## src/rtl/z3_slave_decode.sv

```systemverilog
// Zorro III slave-cycle front end: strobe sync, address latch/decode, region select, DTACK merge.
// Optional `SLAVE_TIMEOUT_EN` adds a bus-error timeout while waiting for a region acknowledge.
module z3_slave_decode #(
  parameter logic [5:0]  IDREG_MATCH    = 6'b100011,
  parameter logic [3:0]  REG_MATCH      = 4'b1000,
  parameter int unsigned TIMEOUT_CYCLES = 255
) (
  input  logic        CLK,
  input  logic        RESET,
  input  logic        FCS_n,
  input  logic [23:0] ADDR,
  input  logic        READ,
  input  logic        configured,
  input  logic [7:0]  bar,
  input  logic        sid_dtack,
  input  logic        scsi_dtack,
  input  logic        reg_dtack,
  output logic        slave_cycle,
  output logic        idreg_region,
  output logic        scsi_region,
  output logic        reg_region,
  output logic        read_lat,
  output logic        DTACK_n,
  output logic        BERR_n
);

  typedef enum logic [2:0] {StIdle, StDecode, StActive, StAck, StWaitEnd} state_e;

  state_e      state_q, state_d;
  logic        fcs_meta_q, fcs_s_q;
  logic [13:0] addr_q, addr_d;
  logic        rd_q, rd_d;
  logic        slave_q, slave_d;
  logic        idreg_q, idreg_d;
  logic        scsi_q, scsi_d;
  logic        reg_q, reg_d;
  logic        read_lat_q, read_lat_d;
  logic        dtack_n_q, dtack_n_d;
  logic        clear_all;
  logic        bar_hit, id_hit, reg_hit, scsi_hit, ack;
  logic        unused_addr_bits;

  // A17..A8 play no part in the decode.
  assign unused_addr_bits = ^ADDR[9:0];

  always_ff @(posedge CLK or posedge RESET) begin
    if (RESET) begin
      fcs_meta_q <= 1'b1;
      fcs_s_q    <= 1'b1;
    end else begin
      fcs_meta_q <= FCS_n;
      fcs_s_q    <= fcs_meta_q;
    end
  end

  // addr_q holds A31..A18: [13:6] is the base byte, [5:0] is A23..A18.
  assign bar_hit  = configured && (addr_q[13:6] == bar);
  assign id_hit   = (addr_q[5:0] == IDREG_MATCH);
  assign reg_hit  = (addr_q[5:2] == REG_MATCH);
  assign scsi_hit = ~addr_q[5];
  assign ack      = (idreg_q & sid_dtack) | (reg_q & reg_dtack) | (scsi_q & scsi_dtack);

`ifdef SLAVE_TIMEOUT_EN
  localparam logic [7:0] TimeoutCnt = 8'(TIMEOUT_CYCLES);
  logic [7:0] cnt_q, cnt_d;
  logic       berr_n_q, berr_n_d;

  always_ff @(posedge CLK or posedge RESET) begin
    if (RESET) begin
      cnt_q    <= '0;
      berr_n_q <= 1'b1;
    end else begin
      cnt_q    <= cnt_d;
      berr_n_q <= berr_n_d;
    end
  end

  assign BERR_n = berr_n_q;
`else
  assign BERR_n = 1'b1;
`endif

  always_ff @(posedge CLK or posedge RESET) begin
    if (RESET) begin
      state_q    <= StIdle;
      addr_q     <= '0;
      rd_q       <= 1'b0;
      slave_q    <= 1'b0;
      idreg_q    <= 1'b0;
      scsi_q     <= 1'b0;
      reg_q      <= 1'b0;
      read_lat_q <= 1'b0;
      dtack_n_q  <= 1'b1;
    end else begin
      state_q    <= state_d;
      addr_q     <= addr_d;
      rd_q       <= rd_d;
      slave_q    <= slave_d;
      idreg_q    <= idreg_d;
      scsi_q     <= scsi_d;
      reg_q      <= reg_d;
      read_lat_q <= read_lat_d;
      dtack_n_q  <= dtack_n_d;
    end
  end

  always_comb begin
    state_d    = state_q;
    addr_d     = addr_q;
    rd_d       = rd_q;
    slave_d    = slave_q;
    idreg_d    = idreg_q;
    scsi_d     = scsi_q;
    reg_d      = reg_q;
    read_lat_d = read_lat_q;
    dtack_n_d  = dtack_n_q;
    clear_all  = 1'b0;
`ifdef SLAVE_TIMEOUT_EN
    cnt_d      = cnt_q;
    berr_n_d   = berr_n_q;
`endif

    case (state_q)
      StIdle: begin
        if (!fcs_s_q) begin
          addr_d  = ADDR[23:10];
          rd_d    = READ;
          state_d = StDecode;
        end
      end
      StDecode: begin
        if (fcs_s_q) begin
          clear_all = 1'b1;
        end else if (bar_hit && (id_hit || reg_hit || scsi_hit)) begin
          slave_d    = 1'b1;
          read_lat_d = rd_q;
          idreg_d    = id_hit;
          reg_d      = ~id_hit & reg_hit;
          scsi_d     = ~id_hit & ~reg_hit & scsi_hit;
          state_d    = StActive;
`ifdef SLAVE_TIMEOUT_EN
          cnt_d      = '0;
`endif
        end else begin
          state_d = StWaitEnd;
        end
      end
      StActive: begin
        if (fcs_s_q) begin
          clear_all = 1'b1;
        end else if (ack) begin
          dtack_n_d = 1'b0;
          state_d   = StAck;
        end else begin
`ifdef SLAVE_TIMEOUT_EN
          cnt_d = cnt_q + 8'd1;
          if (cnt_d == TimeoutCnt) begin
            berr_n_d = 1'b0;
            state_d  = StAck;
          end
`endif
        end
      end
      StAck: begin
        if (fcs_s_q) clear_all = 1'b1;
      end
      StWaitEnd: begin
        if (fcs_s_q) state_d = StIdle;
      end
      default: clear_all = 1'b1;
    endcase

    if (clear_all) begin
      state_d    = StIdle;
      slave_d    = 1'b0;
      idreg_d    = 1'b0;
      scsi_d     = 1'b0;
      reg_d      = 1'b0;
      read_lat_d = 1'b0;
      dtack_n_d  = 1'b1;
`ifdef SLAVE_TIMEOUT_EN
      berr_n_d   = 1'b1;
`endif
    end
  end

  assign slave_cycle  = slave_q;
  assign idreg_region = idreg_q;
  assign scsi_region  = scsi_q;
  assign reg_region   = reg_q;
  assign read_lat     = read_lat_q;
  assign DTACK_n      = dtack_n_q;

endmodule

```

## config.mk

```make
export PLATFORM = sky130hd
export DESIGN_NAME = z3_slave_decode
export DESIGN_NICKNAME = d
export VERILOG_FILES = /design/src/rtl/z3_slave_decode.sv
export SDC_FILE = /design/constraint.sdc
export NUM_CORES = 1
export LEC_CHECK = 0
export BUFFER_PORTS_ARGS = -buffer_cell sky130_fd_sc_hd__buf_2
export CAP_MARGIN = 20
export CORE_MARGIN = 2
export CORE_UTILIZATION = 40
export DETAILED_ROUTE_END_ITERATION = 12
export PLACE_DENSITY = 0.7
export SLEW_MARGIN = 20
export SYNTH_ARGS = -nofsm -noshare
export SYNTH_HDL_FRONTEND = slang
export SYNTH_SLANG_ARGS = --single-unit
```

## constraint.sdc

```tcl
create_clock -name CLK -period 1.6 [get_ports CLK]
set_input_delay 0.16 -clock CLK [delete_from_list [all_inputs] [get_ports CLK]]
set_output_delay 0.16 -clock CLK [all_outputs]
set_load 0.01 [all_outputs]
```

=== After elaboration in Yosys (flattened, before gate mapping) ===
Cells that the tools add are included.

* Output and inout port bits: 7
* Flip-flop bits (word level): 26
* Word-level logic and storage cells: 86

* Eq/ne operators: 13
* Bitwise logic cells: 12
* Mux-type cells: 34
* Reductions and logical operators: 16

{| class="wikitable"
|+ Operators by type and width
! kind !! number
|-
| $mux W1 || 25
|-
| $mux W3 || 7
|-
| $ne A3 B3 Y1 const B || 5
|-
| $pmux W3 S4 || 1
|-
| $eq A8 B8 Y1 || 1
|-
| $reduce_bool A2 Y1 || 4
|-
| $and A1 B1 Y1 || 6
|-
| $eq A3 B2 Y1 const B || 2
|-
| $eq A6 B6 Y1 const B || 1
|-
| $reduce_and A3 Y1 || 2
|-
| $reduce_and A6 Y1 || 1
|-
| $reduce_bool A5 Y1 || 1
|-
| $eq A4 B4 Y1 const B || 1
|-
| $not A1 Y1 || 4
|-
| $eq A3 B1 Y1 const B || 1
|-
| $eq A3 B3 Y1 const B || 1
|-
| $logic_not A3 Y1 || 1
|-
| $reduce_or A3 Y1 || 1
|-
| $logic_and A1 B1 Y1 || 2
|-
| $logic_or A1 B1 Y1 || 2
|-
| $ne A2 B1 Y1 const B || 1
|-
| $or A1 B1 Y1 || 2
|-
| $pmux W1 S2 || 1
|-
| $reduce_and A2 Y1 || 1
|-
| $reduce_or A2 Y1 || 1
|}

=== Logic depth before layout (Yosys ltp) ===
* Depth after elaboration: 8
* Mapped depth: 5

=== Worst setup path after synthesis ===
Ideal clock, no wire load.

* Kind: register to register
* Start point: register state_q[2]
* End point: register addr_q[10]
* Arrival: 1,462 ps
* Setup slack: 13 ps
* Period minus slack after synthesis: 1,587 ps
* Setup time: 125 ps
* Cell stages (with the launch flop): 5
* Path through: dfrtp_1 > buf_6 > nor4_4 > buf_6 > mux2_4

* Word-level cells in the longest chain between the ends: 2

{| class="wikitable"
|+ RTL lines
! item !! line !! RTL
|-
| start, declared || 29 || <nowiki>state_e state_q, state_d;</nowiki>
|-
| start signal, assigned || 85 || <nowiki>state_q <= StIdle;</nowiki>
|-
| start signal, assigned || 95 || <nowiki>state_q <= state_d;</nowiki>
|-
| $logic_not A3 Y1 || 123 || <nowiki>case (state_q)</nowiki>
|-
| $reduce_and A2 Y1 (no line) || n/a ||
|-
| end signal, assigned || 96 || <nowiki>addr_q <= addr_d;</nowiki>
|-
| end, declared || 31 || <nowiki>logic [13:0] addr_q, addr_d;</nowiki>
|}

Every way passes these cells.
A chain may end at the register's enable or synchronous reset.

=== Worst setup path after layout ===
* Start point: register addr_q[11]
* End point: register scsi_q (netlist: scsi_region)

* Word-level cells in the longest chain between the ends: 5

{| class="wikitable"
|+ RTL lines
! item !! line !! RTL
|-
| $eq A8 B8 Y1 || 57 || <nowiki>assign bar_hit = configured && (addr_q[13:6] == bar);</nowiki>
|-
| $logic_and A1 B1 Y1 || 57 ||
|-
| $logic_and A1 B1 Y1 || 134 || <nowiki>end else if (bar_hit && (id_hit || reg_hit || scsi_hit)) begin</nowiki>
|-
| $reduce_bool A2 Y1 (no line) || n/a ||
|-
| $reduce_and A3 Y1 (no line) || n/a ||
|-
| end signal, assigned || 100 || <nowiki>scsi_q <= scsi_d;</nowiki>
|-
| end, declared || 35 || <nowiki>logic scsi_q, scsi_d;</nowiki>
|}

Every way passes these cells.

==> flow_metrics.py <==
metrics = {
    "worst_hold_path": {
        "holdPathStages": 3,
        "hold_path_startpoint": "ADDR[15]",
        "min_path_type": "in2reg",
        "worstHoldEndpoint": "addr_q[5]$_DFFE_PP0P_",
    },
    "route": {
        "via_count": 857,
        "drtPass1Iterations": 4,
        "vias_per_cell": 5.07,
        "detail_route.wl_per_cell_um": 12.9,
        "totalWireLength_mm": 2.18,
        "drtAntennaViolNets": 0,
        "drc": 0,
        "drt-initial-drc-count": 15,
    },
    "layout": {
        "nNetsFinal": 179,
        "synthToLayoutAreaGrowth_pct": 26.4,
        "n_fill_cell": 246,
        "drive_above_1_share": 0.493,
        "antennaDiodeCount": 0,
        "stdcell_area_um2": 1540,
        "final_cells": 169,
    },
    "worst_setup_path": {
        "worstPathCellList": "xor2_2 -> nor4_4 -> nand4_2 -> mux2i_1",
        "worstPathArrival_ps": 1730,
        "slowest_delay_ps": 430,
        "crit_fanout": 5,
        "worst_setup_path_start_kind": "register",
        "critPathCaptureType": "register",
        "timing.rr.end": "scsi_region$_DFFE_PP0P_",
        "r2r_cells": 4,
        "cpMaxStageDelayCell": "dfrtp_1",
        "timing.rr.start": "addr_q[11]$_DFFE_PP0P_",
        "crit_type": "reg2reg",
        "critPathRequiredTime_ps": 1850,
        "r2r_slack_ps": 110,
    },
    "placement": {
        "place.gp.congestion": 0.733,
        "numPortBuffers": 35,
        "placed_cells": 161,
        "dp_slack_ps": 32.5,
        "place_area_um2": 1450,
        "dp_hpwl_mm": 1.64,
    },
    "clocking": {
        "clkLatencyLatePin_ps": 320,
        "cts_made_buffers": 3,
        "cts_tree": "built",
        "h-tree-depth": 1,
        "root_buffer": "clkbuf_4",
        "cts.path.max_buffers": 2,
        "cts_num_sinks": 26,
        "path_clk_slew_ps": 140,
    },
    "power_and_ir_drop": {
        "pwr-share-clk": 0.214,
        "power.net_switching_uw": 413,
        "power_switching_share": 0.269,
        "internal-power_uw": 1120,
        "peakVddDrop_v": 0.000641,
        "combPwrFrac": 0.244,
        "p_leak_uw": 0.000784,
        "p_seq_frac": 0.543,
        "power_density_nw_per_um2": 1000,
    },
    "synth": {
        "netlist_instances": 94,
        "synth_commonest_cells": "dfrtp_1, nand2_1, mux2_2, xor2_1, mux2_4",
        "ys_types": 33,
        "synth_top_cell_by_area": "dfrtp_1",
        "synth_top_area_share": 0.474,
        "synth-main-ff-cell": "dfrtp_1",
        "post_synth.cell_area_avg_um2": 12.9,
        "yosysWarnings": 0,
        "ys_top_cells_by_area": "dfrtp_1, mux2_4, dfstp_2, mux2_2, xor2_1",
        "async_flop_share": 1.00,
        "netlist_area_um2": 1210,
        "ys_seq_elements": 26,
        "syn_nets": 134,
        "synth_most_common_cell": "dfrtp_1",
        "synth_edf_count": 0,
        "synth_seq_area_share": 0.539,
    },
    "sta": {
        "setup_viol": 0,
        "finalSetupTns_ps": 0,
        "min_period_ps": 1490,
        "max_freq_ghz": 0.673,
        "holdWs_ps": 41.9,
        "fin_worst_skew_ps": 3.14,
        "rsz0062_at_grt": "false",
        "hold_violations": 0,
        "fin_crit_sh": 0.929,
        "worst_slack_ps": 114,
        "drv_slew": 0,
    },
    "floorplanning": {
        "die_y_um": 59.1,
        "start_util": 0.429,
        "num_rows": 19,
        "coreArea_um2": 2830,
        "die-area_um2": 3490,
        "dieWidth_um": 59.1,
        "io_pins": 47,
    },
    "grt": {
        "global_route.overflow_total": 0,
        "grt.busiest_layer": "met2",
        "use_met1": 0.179,
        "grtUsageMet2": 0.243,
        "grt_pass1_wl_mm": 3.72,
        "use_met3": 0.0459,
        "antenna_found_initial": 0,
        "grt_pass1_vias": 865,
        "gr-usage-all-layers": 0.143,
        "grt_max_degree": 27,
    },
    "job": {
        "max_cap_viol_count": 0,
    },
    "status": {
        "status": "completed",
    },
}
==> cell usage in the layout (no fill, tap or decap), types with 2 or more instances in the layout <==
master	n
dfrtp_1	23
inv_1	4
mux2_4	6
nor4b_1	2
buf_2	35
dlygate4sd3_1	2
nor4_4	2
dfstp_2	3
mux2i_1	4
nor3_1	3
clkbuf_4	3
nand2_1	9
buf_4	7
o21ai_0	3
xor2_1	6
mux2_2	7
==> power by group through the flow <==
stage | combinational (µW) | clock (µW) | sequential (µW)
6_report | 375 | 328 | 834
5_1_grt | 412 | 370 | 850
4_1_cts | 356 | 342 | 834
3_5_place_dp | 347 | 0 | 845
3_3_place_gp | 333 | 0 | 841
2_1_floorplan | 259 | 0 | 820
==> stage by stage <==
step                 util  power [µW]
finish              0.543        1540
global route        0.543        1630
CTS                 0.534        1530
detailed placement  0.512        1190
global placement    0.512        1170
floorplan               -        1080
==> critical path: cells and delay by family, from the launching register on <==
kind / cells / cell delay (ps)
and+or+nand+nor: 2 / 580
DFF: 1 / 430
xor gates and xnor gates: 1 / 170
muxes: 1 / 230
==> worst max path at each step <==
| stage | slack, ps | endpoint | from |
|---|---|---|---|
| 2_1_floorplan | 10 | addr_q[10]$_DFFE_PP0P_ | state_q[2]$_DFFE_PP0P_ |
| 3_3_place_gp | 80 | reg_region$_DFFE_PP0P_ | addr_q[11]$_DFFE_PP0P_ |
| 3_5_place_dp | 30 | scsi_region$_DFFE_PP0P_ | addr_q[11]$_DFFE_PP0P_ |
| 4_1_cts | 40 | scsi_region$_DFFE_PP0P_ | addr_q[9]$_DFFE_PP0P_ |
| 5_1_grt | 10 | scsi_region$_DFFE_PP0P_ | addr_q[11]$_DFFE_PP0P_ |
| 6_report | 110 | scsi_region$_DFFE_PP0P_ | addr_q[11]$_DFFE_PP0P_ |
==> logic make-up (layout without fill, tap and decap cells) <==
logic type / count (synthesis) / after routing / share of synthesized area
other cells: 1 / 1 / 0.00309
flops: 26 / 26 / 0.539
xor+xnor: 8 / 8 / 0.0577
compound gates: 10 / 10 / 0.0587
simple gates: 23 / 23 / 0.126
mux: 17 / 17 / 0.172
buf+inv: 9 / 53 / 0.0443
==> per-layer routing <==
layer / share of wire / wire length [µm] / vias to the layer above
met4: 0.0064 / 14 / 0
met2: 0.48 / 1050 / 31
met1: 0.45 / 986 / 407
met3: 0.059 / 129 / 2
met5: 0 / 0 / -
li1: - / - / 417
==> registers in the layout, summed over array words and instances (netlist names) <==
| register | cells |
|---|---|
| slave_cycle | 1 |
| rd_q | 1 |
| addr_q | 14 |
| fcs_meta_q | 1 |
| scsi_region | 1 |
| fcs_s_q | 1 |
| state_q | 3 |
| reg_region | 1 |
| DTACK_n | 1 |
| read_lat | 1 |
| idreg_region | 1 |
==> repair_timing <==
item | 4_1_cts | 5_1_grt
hold endpoints to repair | 24 | 0
gates cloned | 0 | 0
hold buffers | 2 | 0
setup endpoints to repair | 1 | 5
resized for setup | 0 | 2
setup buffers | 1 | 1
pin swaps | 2 | 3
==> layout make-up <==
class                           instances  area [µm²]  area share
Timing Repair Buffer                   45         268       0.174
Inverter                                4        15.0     0.00978
Tap cell                               31        38.8      0.0253
Multi-Input combinational cell         59         523       0.341
Clock buffer                            4        36.3      0.0236
Sequential cell                        26         654       0.426
No activity file was read; power rests on OpenSTA's default activity.
